==> src/rtl/sigmoid_pla_pkg.sv <==
// Shared constants for the 4-slice Q8.8 sigmoid and its piecewise-linear inverse (logit).
// Breakpoints are on the probability axis; reciprocal slopes are Q8.8 x-per-y factors.
package sigmoid_pla_pkg;

  localparam int FIXED_POINT = 8;

  localparam logic [15:0] BP_LO  = 16'd12;
  localparam logic [15:0] BP_MID = 16'd128;
  localparam logic [15:0] BP_HI  = 16'd244;
  localparam logic [15:0] BP_SAT = 16'd256;

  localparam logic signed [16:0] RECIP_CENTER = 17'sd1697;
  localparam logic signed [16:0] RECIP_TAIL   = 17'sd17090;

  localparam logic signed [16:0] BASE_LO  = -17'sd768;
  localparam logic signed [16:0] BASE_MID = 17'sd0;
  localparam logic signed [16:0] BASE_HI  = 17'sd768;

  localparam logic signed [16:0] SAT_LIMIT  = 17'sd1536;
  localparam logic signed [32:0] ROUND_BIAS = 33'sd128;

  // Signed distance of y from a breakpoint; y is unsigned so it is zero-extended first.
  function automatic logic signed [16:0] diff_from(input logic [15:0] y, input logic [15:0] bp);
    return $signed({1'b0, y}) - $signed({1'b0, bp});
  endfunction

  function automatic logic signed [15:0] clamp_q88(input logic signed [32:0] v);
    if (v > 33'(SAT_LIMIT)) return 16'(SAT_LIMIT);
    if (v < 33'(-SAT_LIMIT)) return 16'(-SAT_LIMIT);
    return v[15:0];
  endfunction

endpackage

==> src/rtl/logit_segment_decode.sv <==
// Combinational segment select for the logit inverse: picks breakpoint offset,
// reciprocal slope and base for y, or flags saturation at either end.
module logit_segment_decode
  import sigmoid_pla_pkg::*;
(
  input  logic [15:0]        y,
  output logic signed [16:0] diff,
  output logic signed [16:0] recip,
  output logic signed [16:0] base,
  output logic               sat_lo,
  output logic               sat_hi
);

  always_comb begin
    diff   = '0;
    recip  = '0;
    base   = '0;
    sat_lo = 1'b0;
    sat_hi = 1'b0;
    if (y == 16'd0) begin
      sat_lo = 1'b1;
      base   = -SAT_LIMIT;
    end else if (y < BP_LO) begin
      diff  = diff_from(y, BP_LO);
      recip = RECIP_TAIL;
      base  = BASE_LO;
    end else if (y < BP_HI) begin
      diff  = diff_from(y, BP_MID);
      recip = RECIP_CENTER;
      base  = BASE_MID;
    end else if (y < BP_SAT) begin
      diff  = diff_from(y, BP_HI);
      recip = RECIP_TAIL;
      base  = BASE_HI;
    end else begin
      // Covers everything >= 1.0, including the top half of the unsigned range.
      sat_hi = 1'b1;
      base   = SAT_LIMIT;
    end
  end

endmodule

==> src/rtl/logit_pla_pipelined.sv <==
// Three-stage piecewise-linear logit (inverse of the Q8.8 sigmoid) with valid/ready flow.
// Build option LOGIT_ROUND_EN: round half up before the >>>8 instead of flooring.
module logit_pla_pipelined
  import sigmoid_pla_pkg::*;
(
  input  logic               clk,
  input  logic               rst,
  input  logic [15:0]        y_in,
  input  logic               valid_in,
  output logic               ready_out,
  output logic signed [15:0] x_out,
  output logic               valid_out,
  input  logic               ready_in
);

  // Handshake: a beat transfers when valid && ready on the same posedge. The whole
  // pipe moves together on advance, so an accepted input is valid_in && advance.
  logic advance;
  assign advance   = !valid_out || ready_in;
  assign ready_out = advance;

  logic signed [16:0] d_diff, d_recip, d_base;
  logic               d_sat_lo, d_sat_hi;

  logit_segment_decode u_decode (
    .y      (y_in),
    .diff   (d_diff),
    .recip  (d_recip),
    .base   (d_base),
    .sat_lo (d_sat_lo),
    .sat_hi (d_sat_hi)
  );

  logic               s1_valid, s1_sat_lo, s1_sat_hi;
  logic signed [16:0] s1_diff, s1_recip, s1_base;

  always_ff @(posedge clk or posedge rst) begin
    if (rst) begin
      s1_valid  <= 1'b0;
      s1_diff   <= '0;
      s1_recip  <= '0;
      s1_base   <= '0;
      s1_sat_lo <= 1'b0;
      s1_sat_hi <= 1'b0;
    end else if (advance) begin
      s1_valid  <= valid_in;
      s1_diff   <= d_diff;
      s1_recip  <= d_recip;
      s1_base   <= d_base;
      s1_sat_lo <= d_sat_lo;
      s1_sat_hi <= d_sat_hi;
    end
  end

  logic signed [32:0] mul_a, mul_b, product;
  assign mul_a   = 33'(s1_diff);
  assign mul_b   = 33'(s1_recip);
  assign product = mul_a * mul_b;

  logic               s2_valid, s2_sat_lo, s2_sat_hi;
  logic signed [32:0] s2_prod;
  logic signed [16:0] s2_base;

  always_ff @(posedge clk or posedge rst) begin
    if (rst) begin
      s2_valid  <= 1'b0;
      s2_prod   <= '0;
      s2_base   <= '0;
      s2_sat_lo <= 1'b0;
      s2_sat_hi <= 1'b0;
    end else if (advance) begin
      s2_valid  <= s1_valid;
      s2_prod   <= product;
      s2_base   <= s1_base;
      s2_sat_lo <= s1_sat_lo;
      s2_sat_hi <= s1_sat_hi;
    end
  end

  logic signed [32:0] biased, scaled, sum;
  logic signed [15:0] x_next;

  always_comb begin
`ifdef LOGIT_ROUND_EN
    biased = s2_prod + ROUND_BIAS;
`else
    biased = s2_prod;
`endif
    scaled = biased >>> FIXED_POINT;
    sum    = scaled + 33'(s2_base);
    if (s2_sat_lo)      x_next = 16'(-SAT_LIMIT);
    else if (s2_sat_hi) x_next = 16'(SAT_LIMIT);
    else                x_next = clamp_q88(sum);
  end

  always_ff @(posedge clk or posedge rst) begin
    if (rst) begin
      valid_out <= 1'b0;
      x_out     <= '0;
    end else if (advance) begin
      valid_out <= s2_valid;
      x_out     <= x_next;
    end
  end

endmodule
==> config.mk <==
export PLATFORM = sky130hd
export DESIGN_NAME = logit_pla_pipelined
export DESIGN_NICKNAME = d
export VERILOG_FILES = /design/src/rtl/sigmoid_pla_pkg.sv /design/src/rtl/logit_segment_decode.sv /design/src/rtl/logit_pla_pipelined.sv
export SDC_FILE = /design/constraint.sdc
export NUM_CORES = 1
export LEC_CHECK = 0
export ABC_AREA = 1
export BUFFER_PORTS_ARGS = -buffer_cell sky130_fd_sc_hd__buf_2
export CAP_MARGIN = 10
export CORE_MARGIN = 4
export CORE_UTILIZATION = 50
export DETAILED_ROUTE_END_ITERATION = 12
export PLACE_DENSITY = 0.69
export SETUP_SLACK_MARGIN = 0.2
export SYNTH_ARGS = -nofsm -noshare
export SYNTH_HDL_FRONTEND = slang
export SYNTH_SLANG_ARGS = --single-unit
==> constraint.sdc <==
create_clock -name clk -period 5.5 [get_ports clk]
set_clock_uncertainty 0.15 [all_clocks]
set_input_delay 0.825 -clock clk [delete_from_list [all_inputs] [get_ports clk]]
set_output_delay 0.825 -clock clk [all_outputs]
set_load 0.02 [all_outputs]
==> results.json <==
{
  "utilization_pct": 61.78,
  "p_leak_nw": 7.744,
  "min_period_over_period_pct": 96.87,
  "ys_warn_count": 0,
  "critPathMaxFanout": 6,
  "power.density_nw_per_um2": 135.8,
  "cts-root-buf": "clkbuf_16",
  "synth_cell_type_count": 43,
  "synth-edff-count": 0,
  "critPathMaxStageDelay_ns": 0.52,
  "drc": 0,
  "syn_area_per_cell_um2": 7.675,
  "syn_nets": 1724,
  "port_buffers": 37,
  "cap_violations": 0,
  "synth_most_common_cell": "inv_1",
  "drtIter0Drc": 462,
  "fin_nets": 1846,
  "grt_pass1_wl_mm": 45.42,
  "setup_viol": 0,
  "numCtsBuffers": 9,
  "antenna_found_initial": 0,
  "n_fill_cell": 1842,
  "synth_top_area_share_pct": 21.25,
  "worst_setup_path_start_kind": "register",
  "grt_overflow_total": 0,
  "holdCritPathClass": "input port to asynchronous set/reset pin",
  "fp-row-count": 53,
  "ctsLongestPathBuffers": 2,
  "cts_sinks": 75,
  "worstSkewPairLatency_ns": 0.35,
  "die_x_um": 155.8,
  "routabilityCongestion": 0.9213,
  "ys_seq_area_share_pct": 17.17,
  "dpl.hpwl_mm": 22.95,
  "arrival_ns": 5.45,
  "cts_max_level": 3,
  "max_freq_mhz": 187.7,
  "met2_length_mm": 13.46,
  "slowest_stage": "fa_1",
  "rsz0062_at_grt": "yes",
  "worst-path-buf-inv": 8,
  "synth_cells": 1424,
  "drive_gt1_share_pct": 19.86,
  "pin_count": 38,
  "worstMarginPinSlew_ns": 0.9840,
  "vias": 9247,
  "synth_ff_type": "dfrtp_1",
  "cts_tree": "yes",
  "wl_met3_mm": 1.067,
  "drv_slew": 0,
  "fin_hold_ws_ns": 0.1582,
  "initial_utilization_pct": 51.34,
  "critPathRequiredTime_ns": 5.62,
  "n_antenna_cell": 0,
  "dr.max_layer_used": "met4",
  "clk_pin_slew_ns": 0.07,
  "reg2reg_slack_ns": 0.17,
  "grt_max_degree": 74,
  "syn_area_um2": 10930,
  "grt_use_total_pct": 23.00,
  "cp_top_family": "adder cells",
  "wl_met1_mm": 12.44,
  "first_pass_iters": 4,
  "die_area_um2": 24290,
  "fin_crit_ns": 5.328,
  "crit_type": "register to register",
  "synth_area_leaders": "fa_1 21%, ha_1 19%, dfrtp_1 17%",
  "grt_pass1_vias": 9358,
  "status": "complete, no violations",
  "wl_mm": 27.59,
  "drtAntennaViolNets": 0,
  "core_um2": 21290,
  "hold_viol": 0,
  "max-slew-margin-rel_pct": 34.16,
  "vias_per_cell": 5.064,
  "worst_path_most_repeated_cell": "fa_1",
  "wl_per_cell_um": 15.11,
  "cp-end-kind": "register",
  "synth_area_leader_cell": "fa_1",
  "ir_drop_mv": 0.1132,
  "die_h_um": 155.8,
  "areaGrowthSynthToFinish_pct": 20.33,
  "synth-async-reset-ratio_pct": 100.0,
  "ys_ff_latch": 75,
  "synth_commonest_cells": "356 x inv_1, 305 x nand2_1, 164 x ha_1"
}
placed cells by master, fill, tap and decap left out, types with 12 or more instances in the layout:
cell / instances
inv_1: 333
nand2_1: 286
ha_1: 138
fa_1: 112
buf_4: 86
nor2_1: 74
dfrtp_1: 72
nand3_1: 56
buf_2: 37
o21ai_0: 36
a21oi_1: 31
nand2_2: 25
inv_2: 24
ha_4: 24
o21ai_1: 16
a21oi_2: 14
nor3_1: 13
xor2_1: 13
nand4_1: 12
layer usage:
metal | up-vias | global-route usage (%)
li1 | 4653 | -
met1 | 4398 | 31.09
met2 | 157 | 39.09
met3 | 39 | 3.329
met4 | 0 | 5.752
met5 | - | 0
worst paths after layout:
kind | endpoint | start | cells past startpoint
worst max register to register | biased[27] | s1_recip[10] | 25
min in group clk | valid_out | s2_valid | 1
max in group asynchronous | s1_diff[16] | rst | 3
worst max-delay path | biased[27] | s1_recip[10] | 25
worst min-delay path | x_out[4] | rst | 2
worst min register to register | valid_out | s2_valid | 1
flip-flops by register name, summed over array words and instances, names as in the netlist:
signal     count
s2_sat_hi      1
s1_recip       3
biased        25
s2_sat_lo      1
s1_base        3
s2_base        4
s1_valid       1
valid_out      1
x_out         16
s1_sat_lo      1
s2_valid       1
s1_diff       17
s1_sat_hi      1
where the power goes:
group          internal, mW  leakage [nW]  switching [mW]
sequential            0.606         0.986          0.0450
clock                 0.319         0.142           0.275
combinational         0.165          6.62           0.376
stage by stage:
| step | instances | TNS, ns | area, µm² | worst slack, ns | total power, mW |
|---|---|---|---|---|---|
| global placement | 1795 | -0.9888 | 12030 | -0.2459 | 1.198 |
| detailed placement | 1795 | -1.535 | 12030 | -0.2644 | 1.206 |
| CTS | 1818 | 0 | 12800 | 0.1634 | 1.805 |
| finish | 1826 | 0 | 13150 | 0.1720 | 1.786 |
| global route | 1826 | -0.1531 | 13150 | -0.09140 | 1.911 |
| floorplan | 1424 | 0 | 10980 | 0.2081 | 1.055 |
area by class of cell:
cell class              count  area (µm²)  share of cell area (%)
clock buffers               9       225.2                   1.712
clock inverters             7       67.56                  0.5137
inverters                 358        1344                   10.22
multi-input cells         972        8363                   63.59
flip-flops and latches     75        1881                   14.30
well taps                 275       344.1                   2.616
repair buffers            130       927.1                   7.050
repair_timing:
action,in CTS,in global routing
pin swaps,27,74
hold endpoints to repair,0,0
buffers inserted,7,8
gates resized for setup,99,69
endpoints found under the setup margin,19,20
hold buffers,0,0
gates cloned,0,0
logic make-up after synthesis:
family	Yosys count	synth area share, %
AND/OR/NAND/NOR	518	20.08
flip-flops	75	17.17
XOR/XNOR	21	1.683
adder cells (fa/ha/maj)	280	40.02
AO/OA/AOI/OAI	153	8.014
buffers and inverters	377	13.03
(Power assumes the default switching activity.)
